===== config.mk =====
export PLATFORM = sky130hd
export DESIGN_NAME = gf180mcu_fd_sc_mcu7t5v0__subs_serial
export DESIGN_NICKNAME = d
export VERILOG_FILES = /design/src/rtl/gf180mcu_fd_sc_mcu7t5v0__subs_serial_pkg.sv /design/src/rtl/gf180mcu_fd_sc_mcu7t5v0__subf_slice.sv /design/src/rtl/gf180mcu_fd_sc_mcu7t5v0__subs_serial.sv
export SDC_FILE = /design/constraint.sdc
export NUM_CORES = 1
export LEC_CHECK = 0
export CAP_MARGIN = 0
export CORE_MARGIN = 2
export CORE_UTILIZATION = 60
export DETAILED_ROUTE_END_ITERATION = 8
export DONT_BUFFER_PORTS = 1
export GPL_ROUTABILITY_DRIVEN = 1
export GPL_TIMING_DRIVEN = 0
export PLACE_DENSITY_LB_ADDON = 0.05
export SYNTH_ARGS = -nofsm -noshare
export SYNTH_HDL_FRONTEND = slang
export SYNTH_SLANG_ARGS = --single-unit
export TNS_END_PERCENT = 1

===== constraint.sdc =====
create_clock -name CLK -period 1.7 [get_ports CLK]
set_input_delay 0.17 -clock CLK [delete_from_list [all_inputs] [get_ports CLK]]
set_output_delay 0.17 -clock CLK [all_outputs]
set_load 0.005 [all_outputs]

===== src/rtl/gf180mcu_fd_sc_mcu7t5v0__subs_serial_pkg.sv =====
// ----------------------------------------------------------------------------
// Package: gf180mcu_fd_sc_mcu7t5v0__subs_serial_pkg
// Purpose: shared definitions for the bit-serial subtractor family.
//   - controller state encoding (IDLE / RUN / DONE; 2'b11 is unused and
//     treated as IDLE by the controller)
//   - legal operand width bounds
// Ports:   none (package)
// ----------------------------------------------------------------------------
package gf180mcu_fd_sc_mcu7t5v0__subs_serial_pkg;

   typedef enum logic [1:0] {
      ST_IDLE = 2'b00,
      ST_RUN  = 2'b01,
      ST_DONE = 2'b10
   } state_t;

   localparam int WIDTH_MIN = 2;
   localparam int WIDTH_MAX = 64;

endpackage


===== src/rtl/gf180mcu_fd_sc_mcu7t5v0__subf_slice.sv =====
// ----------------------------------------------------------------------------
// Module: gf180mcu_fd_sc_mcu7t5v0__subf_slice
// Purpose: purely combinational one-bit full subtractor, a - b - bi.
// Ports:
//   a    in   minuend bit
//   b    in   subtrahend bit
//   bi   in   borrow-in
//   diff out  difference bit
//   bo   out  borrow-out
// ----------------------------------------------------------------------------
module gf180mcu_fd_sc_mcu7t5v0__subf_slice (
   input  logic a,
   input  logic b,
   input  logic bi,
   output logic diff,
   output logic bo
);

   assign diff = a ^ b ^ bi;
   // Borrow when b exceeds a outright, or when a==b and a borrow comes in.
   assign bo   = (~a & b) | (~(a ^ b) & bi);

endmodule


===== src/rtl/gf180mcu_fd_sc_mcu7t5v0__subs_serial.sv =====
// ----------------------------------------------------------------------------
// Module: gf180mcu_fd_sc_mcu7t5v0__subs_serial
// Purpose: bit-serial subtractor. Computes D = A - B - BI (unsigned, modulo
//   2^WIDTH) one bit per clock, LSB first, through a single full-subtractor
//   slice and a borrow flop. Operands enter and results leave over
//   valid/ready handshakes.
// Parameters:
//   WIDTH      operand/result width, 2..64
// Ports:
//   CLK        in   clock, rising edge
//   RN         in   asynchronous active-low reset
//   A, B, BI   in   minuend, subtrahend, borrow-in (sampled on input handshake)
//   IN_VALID   in   operands present
//   IN_READY   out  operands can be accepted (combinational from OUT_READY)
//   D          out  difference, stable while OUT_VALID
//   BO         out  borrow-out, 1 iff A < B + BI
//   OUT_VALID  out  D/BO valid
//   OUT_READY  in   consumer accepts result
//   BUSY       out  serial computation in progress
// ----------------------------------------------------------------------------
module gf180mcu_fd_sc_mcu7t5v0__subs_serial
   import gf180mcu_fd_sc_mcu7t5v0__subs_serial_pkg::*;
#(
   parameter int WIDTH = 8
) (
   input  logic             CLK,
   input  logic             RN,
   input  logic [WIDTH-1:0] A,
   input  logic [WIDTH-1:0] B,
   input  logic             BI,
   input  logic             IN_VALID,
   output logic             IN_READY,
   output logic [WIDTH-1:0] D,
   output logic             BO,
   output logic             OUT_VALID,
   input  logic             OUT_READY,
   output logic             BUSY
);

   localparam int              CNT_W    = $clog2(WIDTH);
   localparam logic [CNT_W-1:0] CNT_LAST = CNT_W'(WIDTH - 1);

   state_t            state;
   state_t            state_nxt;
   logic [WIDTH-1:0]  sa;
   logic [WIDTH-1:0]  sb;
   logic [WIDTH-1:0]  d_reg;
   logic              br;
   logic              bo_reg;
   logic [CNT_W-1:0]  cnt;
   logic              accept;
   logic              last;
   logic              slice_diff;
   logic              slice_bo;

   // DONE with OUT_READY counts as ready so a new operand set can be taken
   // in the same cycle the previous result is consumed.
   assign IN_READY  = (state == ST_IDLE) | ((state == ST_DONE) & OUT_READY);
   assign accept    = IN_VALID & IN_READY;
   assign last      = (cnt == CNT_LAST);
   assign OUT_VALID = (state == ST_DONE);
   assign BUSY      = (state == ST_RUN);
   assign D         = d_reg;
   assign BO        = bo_reg;

   gf180mcu_fd_sc_mcu7t5v0__subf_slice u_slice (
      .a    (sa[0]),
      .b    (sb[0]),
      .bi   (br),
      .diff (slice_diff),
      .bo   (slice_bo)
   );

   always_ff @(posedge CLK or negedge RN) begin
      if (!RN) state <= ST_IDLE;
      else     state <= state_nxt;
   end

   always_comb begin
      state_nxt = ST_IDLE;
      case (state)
         ST_IDLE: state_nxt = accept ? ST_RUN : ST_IDLE;
         ST_RUN:  state_nxt = last ? ST_DONE : ST_RUN;
         ST_DONE: begin
            if (accept)         state_nxt = ST_RUN;
            else if (OUT_READY) state_nxt = ST_IDLE;
            else                state_nxt = ST_DONE;
         end
         default: state_nxt = ST_IDLE;
      endcase
   end

   // Operands are captured only on a handshake, so A/B/BI are never looked
   // at otherwise. D and BO change only while RUN and hold through DONE.
   always_ff @(posedge CLK or negedge RN) begin
      if (!RN) begin
         sa     <= '0;
         sb     <= '0;
         d_reg  <= '0;
         br     <= 1'b0;
         bo_reg <= 1'b0;
         cnt    <= '0;
      end else if (accept) begin
         sa  <= A;
         sb  <= B;
         br  <= BI;
         cnt <= '0;
      end else if (state == ST_RUN) begin
         sa    <= sa >> 1;
         sb    <= sb >> 1;
         d_reg <= {slice_diff, d_reg[WIDTH-1:1]};
         br    <= slice_bo;
         // Counter parks at the terminal value instead of wrapping.
         if (last) bo_reg <= slice_bo;
         else      cnt    <= cnt + CNT_W'(1);
      end
   end

endmodule


==> results of run 1 <==
==> power groups by stage <==
| stage | Combinational [mW] | Sequential, mW | Clock [mW] |
|---|---|---|---|
| after floorplan | 0.927 | 1.23 | 0 |
| after global placement | 1.05 | 1.28 | 0 |
| after detailed placement | 1.09 | 1.29 | 0 |
| after CTS | 1.14 | 1.28 | 0.437 |
| after global routing | 1.28 | 1.31 | 0.470 |
| final | 1.13 | 1.27 | 0.425 |
==> final cells by class <==
cell class,count,share of cell area
Buffer,8,0.04227
Clock buffer,6,0.02988
Clock inverter,1,0.002915
Inverter,3,0.007289
Multi-Input combinational cell,95,0.3520
Sequential cell,31,0.4519
Tap cell,28,0.02041
Timing Repair Buffer,15,0.09329
==> metal layers <==
layer  GRT usage  up-vias  part of all wire
met5           0        -                 0
met4     0.07265        0             0.013
met3     0.08611        9             0.063
met2      0.3909       30              0.48
met1      0.3094      557              0.45
li1            -      525                 -
==> per-stage QoR <==
stage / hold WS [ns] / power, mW / worst slack (ns)
detailed placement: -0.1250 / 2.387 / 0.2166
global route: 0.007009 / 3.059 / 0.05826
floorplan: -0.1256 / 2.159 / 0.3485
global placement: -0.1250 / 2.334 / 0.2550
CTS: 0.0001496 / 2.853 / 0.01247
finish: 0.006423 / 2.826 / 0.1472
==> critical path, stage by stage (launching register included) <==
cell and delay [ns]:
sky130_fd_sc_hd__dfrtp_1 0.43, sky130_fd_sc_hd__nand2b_1 0.11, sky130_fd_sc_hd__buf_2 0.32, sky130_fd_sc_hd__and2_1 0.20
==> logic make-up (layout without fill, tap and decap cells) <==
family | after synthesis | after routing
AND/OR/NAND/NOR | 52 | 52
XOR/XNOR | 1 | 1
AO/OA/AOI/OAI | 23 | 23
flip-flops | 31 | 31
adder cells (fa/ha/maj) | 3 | 3
buffers and inverters | 13 | 33
multiplexers | 16 | 16
==> cells in the final DEF (no fill, tap or decap), drive strengths merged, types with 2 or more instances in the layout <==
cell type / netlist / routed
a21oi: 2 / 2
buf: 8 / 8
clkbuf: 2 / 7
clkinv: 1 / 2
dfrtp: 31 / 31
dlygate4sd3: 0 / 14
ha: 2 / 2
inv: 2 / 2
mux2i: 15 / 15
nand2: 27 / 27
nand2b: 2 / 2
nand4: 17 / 17
o21ai: 21 / 21
==> registers in the layout, indices dropped and copies added, names as in the netlist <==
signal and flops:
cnt 3, D 8, state 2, sa 8, sb 8, br 1
BO 1
==> path summary, 6_finish.rpt <==
check,start,end,slack [ns],depth (start not counted)
max,state[1]$_DFF_PN0_,IN_READY,0.15,3
min,A[2],sa[2]$_DFFE_PN0P_,0.006,2
max reg2reg,cnt[0]$_DFFE_PN0P_,cnt[0]$_DFFE_PN0P_,0.19,5
min reg2reg,D[0]$_DFFE_PN0P_,D[0]$_DFFE_PN0P_,0.52,2
max in group asynchronous,RN,sa[6]$_DFFE_PN0P_,1.25,2
min in group asynchronous,RN,D[0]$_DFFE_PN0P_,0.28,2
==> what timing repair did <==
action / in CTS / in global routing
endpoints found under the setup margin: 1 / 1
gates cloned: 0 / 0
endpoints found under the hold margin: 44 / 0
hold buffers: 15 / 0
==> results_dict.tcl, run 1 <==
set metrics [dict create \
    num-fill-cells 175 \
    post-synth-top-area-fraction 0.5263 \
    placed_cells 167 \
    drt.antenna.violating_nets 0 \
    post_synth_num_cell_types 27 \
    detail_route.drc_violations 0 \
    post_synth_xor_area_fraction 0.005942 \
    synth-async-reset-ratio 1.000 \
    dieWidth_um 53.57 \
    first_iter_violations 19 \
    die_ar_um2 2869 \
    wire_length_of_the_first_global_routing_pass_um 4843 \
    cp_data_arrival_time_ns 1.38 \
    clock-skew-final_ns 0.01220 \
    slew_violations 0 \
    final-hold-violation-count 0 \
    synth-compound-area-share 0.07810 \
    synth_top_family_by_area "simple AND/OR/NAND/NOR gates" \
    synth_fp_nets 163 \
    placeableCoreArea_um2 2276 \
    synth.cells.most_frequent "sky130_fd_sc_hd__dfrtp_1 (31), sky130_fd_sc_hd__nand2_1 (27), sky130_fd_sc_hd__o21ai_1 (21), sky130_fd_sc_hd__nand4_1 (17), sky130_fd_sc_hd__mux2i_1 (15)" \
    count_of_final_setup_violators 0 \
    combinationalPowerShare 0.399 \
    clk_latency_ns 0.33 \
    timing.critical_path.fanout_max 19 \
    cts_htree_levels 2 \
    clk_transition_reported_paths_ns 0.09 \
    power_switching_mw 1.051 \
    grt_max_degree 32 \
    power_report.internal_total_mw 1.775 \
    area_growth_syn_to_layout_pct 16.47 \
    synth-seq-cells 31 \
    timing.final.crit_period_ns 1.553 \
    grt_overflow 0 \
    timing_worst_slew_pin_value_ns 0.4545 \
    synth.top_cells.by_area "sky130_fd_sc_hd__dfrtp_1 (53%), sky130_fd_sc_hd__mux2i_1 (10%), sky130_fd_sc_hd__nand4_1 (7.2%)" \
    placement.io_buffers 0 \
    syn_area_um2 1474 \
    power.clock.fraction 0.150 \
    cap_viol_max_count 0 \
    synth_top_flop_cell "sky130_fd_sc_hd__dfrtp_1" \
    cts_post_setup_buffers_inserted 0 \
    p_sw_frac 0.3719 \
    outcome "finished clean" \
    worst_slew_margin_rel 0.6970 \
    sequentialPowerShare 0.450 \
    cts_buffers 5 \
    yosys.area_share.adder 0.03056 \
    cp-start-kind "register" \
    grt_antenna_before_repair 0 \
    cts-root-buf "sky130_fd_sc_hd__clkbuf_4" \
    cts.sinks 31 \
    drt_pre_antenna_iters 4 \
    power_leakage_nw 0.7793 \
    syn-instance-count 139 \
    route.vias.total 1121 \
    routed_wirelength_um 2900 \
    layout-drive-gt1-share 0.1258 \
    dp_hpwl_um 1949 \
    synth-edff-count 0 \
    nature_of_the_critical_path_endpoint "output pin" \
    grt_pass1_vias 1052 \
    floorplan.die.height_um 53.57 \
    ctsLongestPathBuffers 2 \
    vdd.ir_drop.worst_v 0.001201 \
    io_pins 33 \
    synth_mux_area_frac 0.1095 \
    timing.final.crit_share 0.9134 \
    initial_core_util 0.6476 \
    required_time_of_the_critical_path_ns 1.53 \
    avgViaCountPerCell 5.995 \
    globalplace.congestion 0.7555 \
    yosysSeqAreaShare 0.5263 \
    groute.usage.overall 0.2430 \
    final_design_area_no_fill_um2 1717 \
    floorplan.rows 17 \
    post_synth.cell_area_avg_um2 10.60 \
    post_cts_resize_count 0 \
    multi_input_area_um2 604.3 \
    placed_area_um2 1509 \
    power_per_cell_area_nw_per_um2 1646 \
    path_class "register to output pin" \
    tritoncts_clock_tree "yes" \
    synthSimpleGateAreaFrac 0.1859 \
    final_net_count 183 \
    num_antenna_cells 0 \
    rsz0062_at_grt "no" \
    fin_setup_tns_ns 0 \
    achievable_frequency_mhz 644.0 \
    ys.warnings.count 0 \
    wl_per_cell_um 15.51 \
    post-route-util 0.7543 \
    post_layout_nonfiller_instances 187 \
    layout.area.seq_um2 775.7 \
    worstHoldPathType "primary input to register" \
    synth_top_cell_by_area "sky130_fd_sc_hd__dfrtp_1" \
    synth.most_common_cell "sky130_fd_sc_hd__dfrtp_1" \
]
(Power assumes the default switching activity.)
==> run 2, diff against run 1 <==
Settings changed: SLEW_MARGIN set to 20, SYNTH_HIERARCHICAL set to 1.
==> run 2 against run 1 <==
Design area up 0.73%; critical endpoint is now cnt[0]$_DFFE_PN0P_; sequential share of layout area down 0.33 points; register-to-register slack got worse by 0.02 ns; maximum frequency is 1.8% higher; synthesized cell count up 2.2%; largest power group unchanged; via count is 3.4% lower; critical path type is now register to register; die area grew 1.7%; sequential cell count is the same; critical path depth up 2; global-route usage shrank 1.2 points.
==> results_dict.tcl, run 2 <==
set metrics [dict create \
    synth-seq-cells 31 \
    final-hold-violation-count 0 \
    detail_route.drc_violations 0 \
    dp_hpwl_um 1973 \
    final_cell_mix "sky130_fd_sc_hd__dfrtp_1 (31), sky130_fd_sc_hd__nand2_1 (28), sky130_fd_sc_hd__o21ai_1 (19), sky130_fd_sc_hd__nand4_1 (17), sky130_fd_sc_hd__mux2i_1 (15)" \
    cts.sinks 31 \
    synth.cells.most_frequent "sky130_fd_sc_hd__dfrtp_1 (31), sky130_fd_sc_hd__nand2_1 (28), sky130_fd_sc_hd__o21ai_1 (19), sky130_fd_sc_hd__nand4_1 (17), sky130_fd_sc_hd__mux2i_1 (15)" \
    globalplace.congestion 0.7183 \
    reg2reg_depth 5 \
    first_iter_violations 22 \
    drt.antenna.violating_nets 0 \
    path_common_cell "sky130_fd_sc_hd__ha_1" \
    post_synth_num_cell_types 27 \
    critical_path.slowest_cell "sky130_fd_sc_hd__dfrtp_1" \
    layout_commonest_cell "sky130_fd_sc_hd__dfrtp_1" \
    synth_top_flop_cell "sky130_fd_sc_hd__dfrtp_1" \
    cell_family_contributing_the_most_delay_on_the_critical_path "adder cells" \
    io_pins 33 \
    syn_area_um2 1501 \
    initial_core_util 0.6173 \
    dieWidth_um 54.03 \
    post-route-util 0.7109 \
    placeableCoreArea_um2 2432 \
    power_leakage_nw 0.8092 \
    cap_viol_max_count 0 \
    clock-skew-final_ns 0.003347 \
    cp_num_buf_inv 0 \
    layout-drive-gt1-share 0.1313 \
    rsz0062_at_grt "no" \
    power_per_cell_area_nw_per_um2 1712 \
    outcome "finished clean" \
    drt_pre_antenna_iters 6 \
    sequentialPowerShare 0.428 \
    grt_antenna_before_repair 0 \
    ys.warnings.count 6 \
    clk_transition_reported_paths_ns 0.09 \
    timing.final.crit_share 0.8971 \
    p_sw_frac 0.3749 \
    required_time_of_the_critical_path_ns 1.91 \
    timing.critical_path.slowest_cell_delay_ns 0.41 \
    synth_fp_nets 166 \
    route.vias.total 1083 \
    cp-start-kind "register" \
    power.clock.fraction 0.162 \
    synth.top_cells.by_area "sky130_fd_sc_hd__dfrtp_1 (52%), sky130_fd_sc_hd__mux2i_1 (10%), sky130_fd_sc_hd__nand4_1 (7.1%)" \
    achievable_frequency_mhz 655.7 \
    cts_htree_levels 2 \
    timing.critical_path.fanout_max 4 \
    post-synth-top-area-fraction 0.5167 \
    cts-root-buf "sky130_fd_sc_hd__clkbuf_4" \
    avgViaCountPerCell 5.700 \
    drt-met1-wl_um 1290 \
    syn-instance-count 142 \
    num-fill-cells 198 \
    met2RoutedLength_um 1419 \
    groute.usage.overall 0.2310 \
    floorplan.die.height_um 54.03 \
    final_net_count 183 \
    vdd.ir_drop.worst_v 0.001205 \
    ctsLongestPathBuffers 2 \
    synth.most_common_cell "sky130_fd_sc_hd__dfrtp_1" \
    wire_length_of_the_first_global_routing_pass_um 4692 \
    routed_wirelength_um 2921 \
    die_ar_um2 2919 \
    route.met3.wl_um 175 \
    grt_max_degree 32 \
    final_design_area_no_fill_um2 1729 \
    synth-edff-count 0 \
    hold_path_depth 2 \
    design_power_total_mw 2.960 \
    cp.depth 5 \
    placed_cells 172 \
    placed_area_um2 1539 \
    wl_per_cell_um 15.37 \
    crit_chain "ha_1, ha_1, nor3b_2, xnor2_1, nor2_1" \
    route.top_layer_used "met4" \
    post_cts_resize_count 0 \
    grt_overflow 0 \
    timing.final.crit_period_ns 1.525 \
    cts_buffers 5 \
    fin_setup_tns_ns 0 \
    power_switching_mw 1.110 \
    cts_post_setup_buffers_inserted 0 \
    synth_top_cell_by_area "sky130_fd_sc_hd__dfrtp_1" \
    placement.io_buffers 0 \
    slew_violations 0 \
    yosysSeqAreaShare 0.5167 \
    nature_of_the_critical_path_endpoint "register" \
    synth-async-reset-ratio 1.000 \
    power_report.internal_total_mw 1.850 \
    path_class "register to register" \
    num_antenna_cells 0 \
    combinationalPowerShare 0.410 \
    worstHoldPathType "primary input to register" \
    area_growth_syn_to_layout_pct 15.17 \
    cp_data_arrival_time_ns 1.74 \
    post_synth.cell_area_avg_um2 10.57 \
    clk_latency_ns 0.32 \
    grt_pass1_vias 1044 \
    floorplan.rows 18 \
    worst_slew_margin_rel 0.7099 \
    count_of_final_setup_violators 0 \
    timing_worst_slew_pin_value_ns 0.4351 \
    post_layout_nonfiller_instances 190 \
    tritoncts_clock_tree "yes" \
]
## run 2: path summary, 6_finish.rpt
path / end / from / slack [ns]
worst max-delay path: cnt[0]$_DFFE_PN0P_ / cnt[0]$_DFFE_PN0P_ / 0.17
worst min-delay path: br$_DFFE_PN0P_ / BI / 0.02
worst max register to register: cnt[0]$_DFFE_PN0P_ / cnt[0]$_DFFE_PN0P_ / 0.17
worst min register to register: D[3]$_DFFE_PN0P_ / D[4]$_DFFE_PN0P_ / 0.52
max in group asynchronous: sa[6]$_DFFE_PN0P_ / RN / 1.25
min in group asynchronous: BO$_DFFE_PN0P_ / RN / 0.29
## run 2: power by group through the flow
stage	Clock (mW)	Combinational, mW	Sequential, mW
final	0.480	1.21	1.27
after global routing	0.543	1.37	1.32
after CTS	0.493	1.23	1.27
after detailed placement	0	1.19	1.28
after global placement	0	1.14	1.27
after floorplan	0	0.998	1.23
## run 2: routing by layer
metal / GRT usage / vias up
li1: - / 528
met1: 0.2923 / 518
met2: 0.3679 / 31
met3: 0.09167 / 6
met4: 0.06250 / 0
met5: 0 / -
## run 2: logic make-up (layout without fill, tap and decap cells)
kind of cell | count (synthesis) | count (layout) | share of synthesized area
AND/OR/NAND/NOR | 54 | 54 | 0.1900
flip-flops | 31 | 31 | 0.5167
AO/OA/AOI/OAI | 22 | 22 | 0.07333
multiplexers | 16 | 16 | 0.1100
buffers and inverters | 15 | 33 | 0.07417
adder cells (fa/ha/maj) | 3 | 3 | 0.03000
XOR/XNOR | 1 | 1 | 0.005834
## run 2: repair_timing
item / 4_1_cts / 5_1_grt
hold buffers: 12 / 0
endpoints found under the hold margin: 41 / 0
endpoints found under the setup margin: 0 / 1
## run 2: per-stage QoR
stage | hold slack (ns) | setup WS (ns)
floorplan | -0.1256 | 0.3346
global route | 0.01473 | 0.06522
global placement | -0.1250 | 0.2315
finish | 0.01600 | 0.1750
CTS | 0.006350 | 0.002518
detailed placement | -0.1249 | 0.1686
## run 2: cell type report
| cell class | instances | area (um2) | area share |
|---|---|---|---|
| Tap cell | 30 | 37.54 | 0.02171 |
| Timing Repair Buffer | 12 | 130.1 | 0.07525 |
| Sequential cell | 31 | 775.7 | 0.4486 |
| Buffer | 8 | 71.32 | 0.04124 |
| Clock buffer | 8 | 68.82 | 0.03980 |
| Multi-Input combinational cell | 96 | 614.3 | 0.3553 |
| Inverter | 5 | 31.28 | 0.01809 |
## run 2: worst register-to-register path: stages (launching register included)
cell	delay [ns]
sky130_fd_sc_hd__dfrtp_1	0.41
sky130_fd_sc_hd__ha_1	0.21
sky130_fd_sc_hd__ha_1	0.27
sky130_fd_sc_hd__nor3b_2	0.31
sky130_fd_sc_hd__xnor2_1	0.16
sky130_fd_sc_hd__nor2_1	0.05
